File: src/rtl/address_sequencer.sv
// Address sequencer for the storage write path.
// Issues one address per ready cycle, either as a linear sweep 0..NADDR-1
// or by replaying a runtime-loaded {x,y} coordinate list. Supports one-shot
// or continuous looping, restart on start, and downstream backpressure.
module address_sequencer #(
  parameter int ADDRESSBITS = 8,
  parameter int NADDR       = 2**ADDRESSBITS,
  parameter int LISTDEPTH   = 32,
  parameter int LISTIDXBITS = 5
) (
  input  logic                   clock,
  input  logic                   reset,
  input  logic                   start,
  input  logic                   mode,
  input  logic                   loopEn,
  input  logic [LISTIDXBITS:0]   listLength,
  input  logic                   storageReady,
  input  logic                   listWrEn,
  input  logic [LISTIDXBITS-1:0] listWrIndex,
  input  logic [ADDRESSBITS-1:0] listWrData,
  output logic [ADDRESSBITS-1:0] address,
  output logic                   newAddress,
  output logic                   busy,
  output logic                   done
);

  // The index must span both the linear range and the list range.
  localparam int CNTW = (ADDRESSBITS > LISTIDXBITS + 1) ? ADDRESSBITS : LISTIDXBITS + 1;
  localparam logic [LISTIDXBITS:0] DEPTHLEN = LISTDEPTH[LISTIDXBITS:0];
  localparam logic [LISTIDXBITS:0] ONELEN   = 1;
  localparam logic [CNTW-1:0]      ONECNT   = 1;
  localparam logic [CNTW-1:0]      LASTLIN  = CNTW'(NADDR - 1);

  typedef enum logic [1:0] {IDLE, RUN, DONE} stateT;

  stateT                  state;
  stateT                  nextState;
  logic [CNTW-1:0]        index;
  logic [CNTW-1:0]        lastIdx;
  logic                   modeR;
  logic                   loopR;
  logic [LISTIDXBITS:0]   lenClamped;
  logic [ADDRESSBITS-1:0] issueValue;
  logic [ADDRESSBITS-1:0] listMem [LISTDEPTH];

  // Clamp the requested list length and pick the address source for this cycle.
  always_comb begin
    lenClamped = (listLength > DEPTHLEN) ? DEPTHLEN : listLength;
    issueValue = modeR ? listMem[index[LISTIDXBITS-1:0]] : index[ADDRESSBITS-1:0];
  end

  // State register.
  always_ff @(posedge clock) begin
    if (reset) state <= IDLE;
    else       state <= nextState;
  end

  // Next state: start always (re)launches a pass; an empty list goes straight to DONE.
  always_comb begin
    nextState = state;
    if (start) begin
      nextState = (mode && (lenClamped == '0)) ? DONE : RUN;
    end else if (state == RUN && storageReady && index == lastIdx && !loopR) begin
      nextState = DONE;
    end
  end

  // Status outputs; done waits until the final strobe has been presented.
  always_comb begin
    busy = (state == RUN);
    done = (state == DONE) && !newAddress;
  end

  // Issue datapath: latch config on start, otherwise issue while downstream is ready.
  always_ff @(posedge clock) begin
    if (reset) begin
      address    <= '0;
      newAddress <= 1'b0;
      index      <= '0;
      modeR      <= 1'b0;
      loopR      <= 1'b0;
      lastIdx    <= '0;
    end else begin
      newAddress <= 1'b0;
      if (start) begin
        modeR   <= mode;
        loopR   <= loopEn;
        lastIdx <= mode ? CNTW'(lenClamped - ONELEN) : LASTLIN;
        index   <= '0;
      end else if (state == RUN && storageReady) begin
        address    <= issueValue;
        newAddress <= 1'b1;
        if (index == lastIdx) index <= '0;
        else                  index <= index + ONECNT;
      end
    end
  end

  // Coordinate list storage; frozen while a pass is running, not cleared by reset.
  always_ff @(posedge clock) begin
    if (listWrEn && state != RUN) listMem[listWrIndex] <= listWrData;
  end

endmodule

File: config.mk
export PLATFORM = sky130hd
export DESIGN_NAME = address_sequencer
export DESIGN_NICKNAME = d
export VERILOG_FILES = /design/src/rtl/address_sequencer.sv
export SDC_FILE = /design/constraint.sdc
export NUM_CORES = 1
export LEC_CHECK = 0
export BUFFER_PORTS_ARGS = -buffer_cell sky130_fd_sc_hd__buf_2
export CORE_MARGIN = 2
export CORE_UTILIZATION = 50
export DETAILED_ROUTE_END_ITERATION = 6
export GPL_TIMING_DRIVEN = 1
export PLACE_DENSITY = 0.66
export SYNTH_ARGS = -nofsm -noshare
export SYNTH_HDL_FRONTEND = slang
export SYNTH_SLANG_ARGS = --single-unit
File: constraint.sdc
create_clock -name clock -period 4.1 [get_ports clock]
set_clock_uncertainty 0.2 [all_clocks]
set_input_delay 0.615 -clock clock [delete_from_list [all_inputs] [get_ports clock]]
set_output_delay 0.615 -clock clock [all_outputs]
set_load 0.01 [all_outputs]
# [Yosys cells after proc, flatten, opt, wreduce, memory -nomap -nowiden]
# Memories as Yosys holds them, arrays and structs flattened. A register that Yosys moved wholly into a read port is not among the register bits.
# Cells that the tools add are included.
[totals] register_bits=29 inputBits=26 mem_count=1 mem_bits_rw=256 elab_cells=40
[mem_list] memory="listMem" words=32 word_bits=8 rd=1 rd_clocked_by_memory_dff=1 wr=1 line="44" source="logic [ADDRESSBITS-1:0] listMem [LISTDEPTH];"
[op_classes] n_lt_le_gt_ge=1 n_mux=12 eq_ne=4 n_bitwise=1 reduce_logical=12 n_addsub=2
[op_table] op="8-bit 2-to-1 mux" n=3
[op_table] op="5-bit 2-to-1 mux" n=2
[op_table] op="8-bit by 1-bit adder with 8-bit output (second input constant)" n=1
[op_table] op="8-bit equality test" n=1
[op_table] op="6-bit by 1-bit subtractor with 7-bit output (second input constant)" n=1
[op_table] op="6-bit > comparator (second input constant)" n=1
[op_table] op="1-bit logical AND" n=6
[op_table] op="6-bit zero test" n=1
[op_table] op="2-bit 2-to-1 mux" n=3
[op_table] op="6-bit 2-to-1 mux" n=1
[op_table] op="1-bit 2-to-1 mux" n=3
[op_table] op="2-bit by 1-bit equality test with 1-bit output (second input constant)" n=1
[op_table] op="2-bit equality test (second input constant)" n=1
[op_table] op="1-bit zero test" n=2
[op_table] op="2-bit by 1-bit != test with 1-bit output (second input constant)" n=1
[op_table] op="2-bit AND reduction" n=1
[op_table] op="2-bit nonzero test" n=1
[op_table] op="2-bit OR reduction" n=1
[op_table] op="1-bit NOT" n=1

# [Depth between registers and ports, before layout]
[depth] depth_word=6 depth_mapped=8

# [Worst setup path after synthesis]
# Ideal clock, no wire load.
[synth_timing] path_type="input port to flip-flop" from="in storageReady" to="reg address[1]" required_time_ns=3.824 setup_ns=0.076 stages=5 setup_slack_ns=1.931 arrival_time_ns=1.893 path_cell_list="and3b_1 -> clkbuf_1 -> nand3_1 -> or4_1 -> o22ai_1"
[synth_via] elab_chain_len=2
[synth_rtl] element="from (decl)" line="17" source="input logic storageReady,"
[synth_rtl] element="1-bit logical AND" line="90" source="end else if (state == RUN && storageReady) begin"
[synth_rtl] element="2-bit AND reduction (no line)"
[synth_rtl] element="to (signal assigned)" line="91" source="address <= issueValue;"
[synth_rtl] element="to (decl)" line="21" source="output logic [ADDRESSBITS-1:0] address,"
# No other way between the ends.
# A chain may end at the register's enable or synchronous reset.

==> results.txt <==
status: complete, no violations
share of layout cells above drive strength 1: 14.3%
leading area contributor after synthesis: edfxtp_1
Top Layer Used: met4
slowest CP cell: dfxtp_4
crit path DAT: 3.10 ns
Metal-1 WL: 10800 microns
Syn-to-layout area delta: 9.94%
clock buffer depth: 3
Netlist cell types: 42
HP Class: input pin to register
clock tree root buffer cell: clkbuf_16
startpoint class of the critical path: register
Slew Limit Fails: 0
Req. time, crit path: 4.36 ns
Die Area: 24500 sq um
hold_ws: 0.157 ns
port bufs: 36
Post-DRT Antenna Nets: 0
Comb pwr share: 2.8%
post-synthesis sequential area ratio: 71.8%
predominant post-synthesis flop cell: edfxtp_1
total number of vias: 6251
n_diodes: 0
GRT Overall Usage: 21.3%
fmax: 352 MHz
FF+latch area: 8350 sq um
Peak VDD IR: 0.340 mV
EDFF count, synth: 256
FILL cells: 1759
DRC: 0
met2 wire length: 12700 microns
post-layout power: 0.00580 W
clock buffer count from CTS: 29
Clock Pin Slew Worst Setup and Hold Paths: 0.06 ns
synth warn: 0
final hold vios: 0
CP max stage delay: 0.72 ns
CTS resizes: 0
Clk pwr share: 41.4%
met3 wire len: 1630 microns
cell area after synthesis: 11600 sq um
power density over the cells: 454 nW/um^2
max_cap viols: 0
highest-count cells in the layout ignoring fill and taps: edfxtp_1 (256), mux2i_1 (98), nor2_1 (56)
HPWL after DPL: 16000 microns
routed wire length: 25700 microns
most common cell after layout, fill and taps aside: edfxtp_1
sequential power share: 55.8%
final setup vio count: 0
Initial Util: 51.2%
area of the multi-input gates: 2970 sq um
Worst-Skew Late Latency: 0.55 ns
routability-driven placement congestion ratio: 0.834
Pleak: 3.93 nW
final setup TNS: 0 ns
Hold Startpoint: loopEn
Die W: 157 microns
DR WL/cell: 24.5 microns
Clock Sinks: 289
Critical Path Fanout Max: 58
I/O pins: 37
Synth Area in Simple Gates: 5.92%
Post-CTS Setup Bufs: 0
Post-Syn Instances: 707
Die Y-Extent: 157 microns
Least-Margin Pin Slew: 1.17 ns
dpl cell area: 11900 sq um
crit end category: register
fraction of the mapped netlist area in adder cells: 0.323%
sw power: 0.00118 W
CP cell instances: buf_12 > mux2i_1 > a22oi_1 > a21oi_1 > or4_1 > o22ai_1
first-pass GRT wire length: 38700 microns
vias per cell: 5.98
CTS Hold Bufs: 0
Sw Ratio: 20.4%
top cells by area, synth: edfxtp_1 (66%), mux2i_1 (8.4%), dfxtp_1 (5.7%)
total grt overflow: 0
initial antenna violation count: 0
CP Class: register to register
internal cell power: 0.00462 W
pin count of the biggest net entering global routing: 59
mux share of post-synthesis cell area: 11.6%
Nets: 769
Tmin final: 2.84 ns
# H-tree levels: 1
Post-Synth XOR/XNOR Area: 1.13%
syn_nets: 736
largest family of logic cells by synthesized area: multiplexers
vias in the first global route: 6373
FF+latch count, synth: 289
post-route design area: 12800 sq um
Compound-Gate Fraction of Synth Area: 6.50%
core box area: 22700 sq um
TritonCTS clock tree: yes
drt pass-1 iters: 5
post-synth top area share: 66.1%
DR iter-0 viols: 712
RSZ-0062 raised after global routing: no
async set-reset flop share out of synthesis: 0%
Mapped Avg Cell Area: 16.4 sq um
num rows: 55
Worst slew margin: 22.2%
crit share post-route: 69.2%
-- worst max-delay path: cells and delay by family (launching register included) --
family	cells	cell delay, ns
multiplexers	1	0.15
flip-flops	1	0.72
AND/OR/NAND/NOR	1	0.49
AO/OA/AOI/OAI	3	0.72
buffers and inverters	1	0.43
-- logic make-up after synthesis --
family,count (synthesis)
mux,115
simple gates,132
fa+ha+maj,3
xor+xnor,15
buf+inv,44
compound gates,109
flops,289
-- stage by stage --
stage | util, % | setup WS (ns) | cells
2_1_floorplan | - | 1.93 | 707
3_3_place_gp | 52.5 | 1.34 | 994
3_5_place_dp | 52.5 | 1.34 | 994
4_1_cts | 56.3 | 1.30 | 1046
5_1_grt | 56.3 | 1.18 | 1046
6_report | 56.3 | 1.26 | 1046
-- path summary, 6_finish.rpt --
check	end	slack, ns	depth (start not counted)
setup / recovery	address[7]$_SDFFE_PP0P_	1.26	6
hold / removal	loopR$_SDFFE_PP0P_	0.16	3
setup reg to reg	address[7]$_SDFFE_PP0P_	1.26	6
hold reg to reg	lastIdx[5]$_SDFFE_PP0P_	0.29	2
-- power by group through the flow --
stage | combinational, W | clock [W] | sequential, W
floorplan | 0.0000768 | 0 | 0.00330
global placement | 0.000155 | 0 | 0.00330
detailed placement | 0.000161 | 0 | 0.00330
CTS | 0.000162 | 0.00244 | 0.00324
global route | 0.000176 | 0.00256 | 0.00324
finish | 0.000160 | 0.00240 | 0.00324
-- registers in the layout, summed over array words and instances (netlist names), named ones only --
register	flops
index	8
modeR	1
address	8
state	2
listMem	256
loopR	1
newAddress	1
lastIdx	7
-- synthesized netlist by cell type, drive strengths merged, types with 3 or more instances --
cell       n
mux2i     98
mux4      16
o22ai     10
nor2      57
buf       27
clkbuf    14
a211oi     5
inv        3
or3        3
nand2b     8
nor2b     11
xor2      12
edfxtp   256
nor3       4
dfxtp     33
a22oi     49
a21oi     33
or4        8
nor3b      8
nand3      5
xnor2      3
a2111oi    6
nand4      5
nand3b     3
nand2     10
ha         3
-- area by class of cell --
cell class,count,area share (%)
clock buffer,33,5.79
clock inverter,19,0.871
inverter,3,0.0881
multi-input combinational,374,23.2
sequential,289,65.3
tap,285,2.79
timing repair buffer,43,1.92
-- per-layer routing --
layer  up-vias  global-route usage (%)
met3        33                    3.68
met1      3146                    29.0
met4         0                    5.85
met2       221                    35.7
li1       2851                       -
met5         -                       0
(Power assumes the default switching activity.)
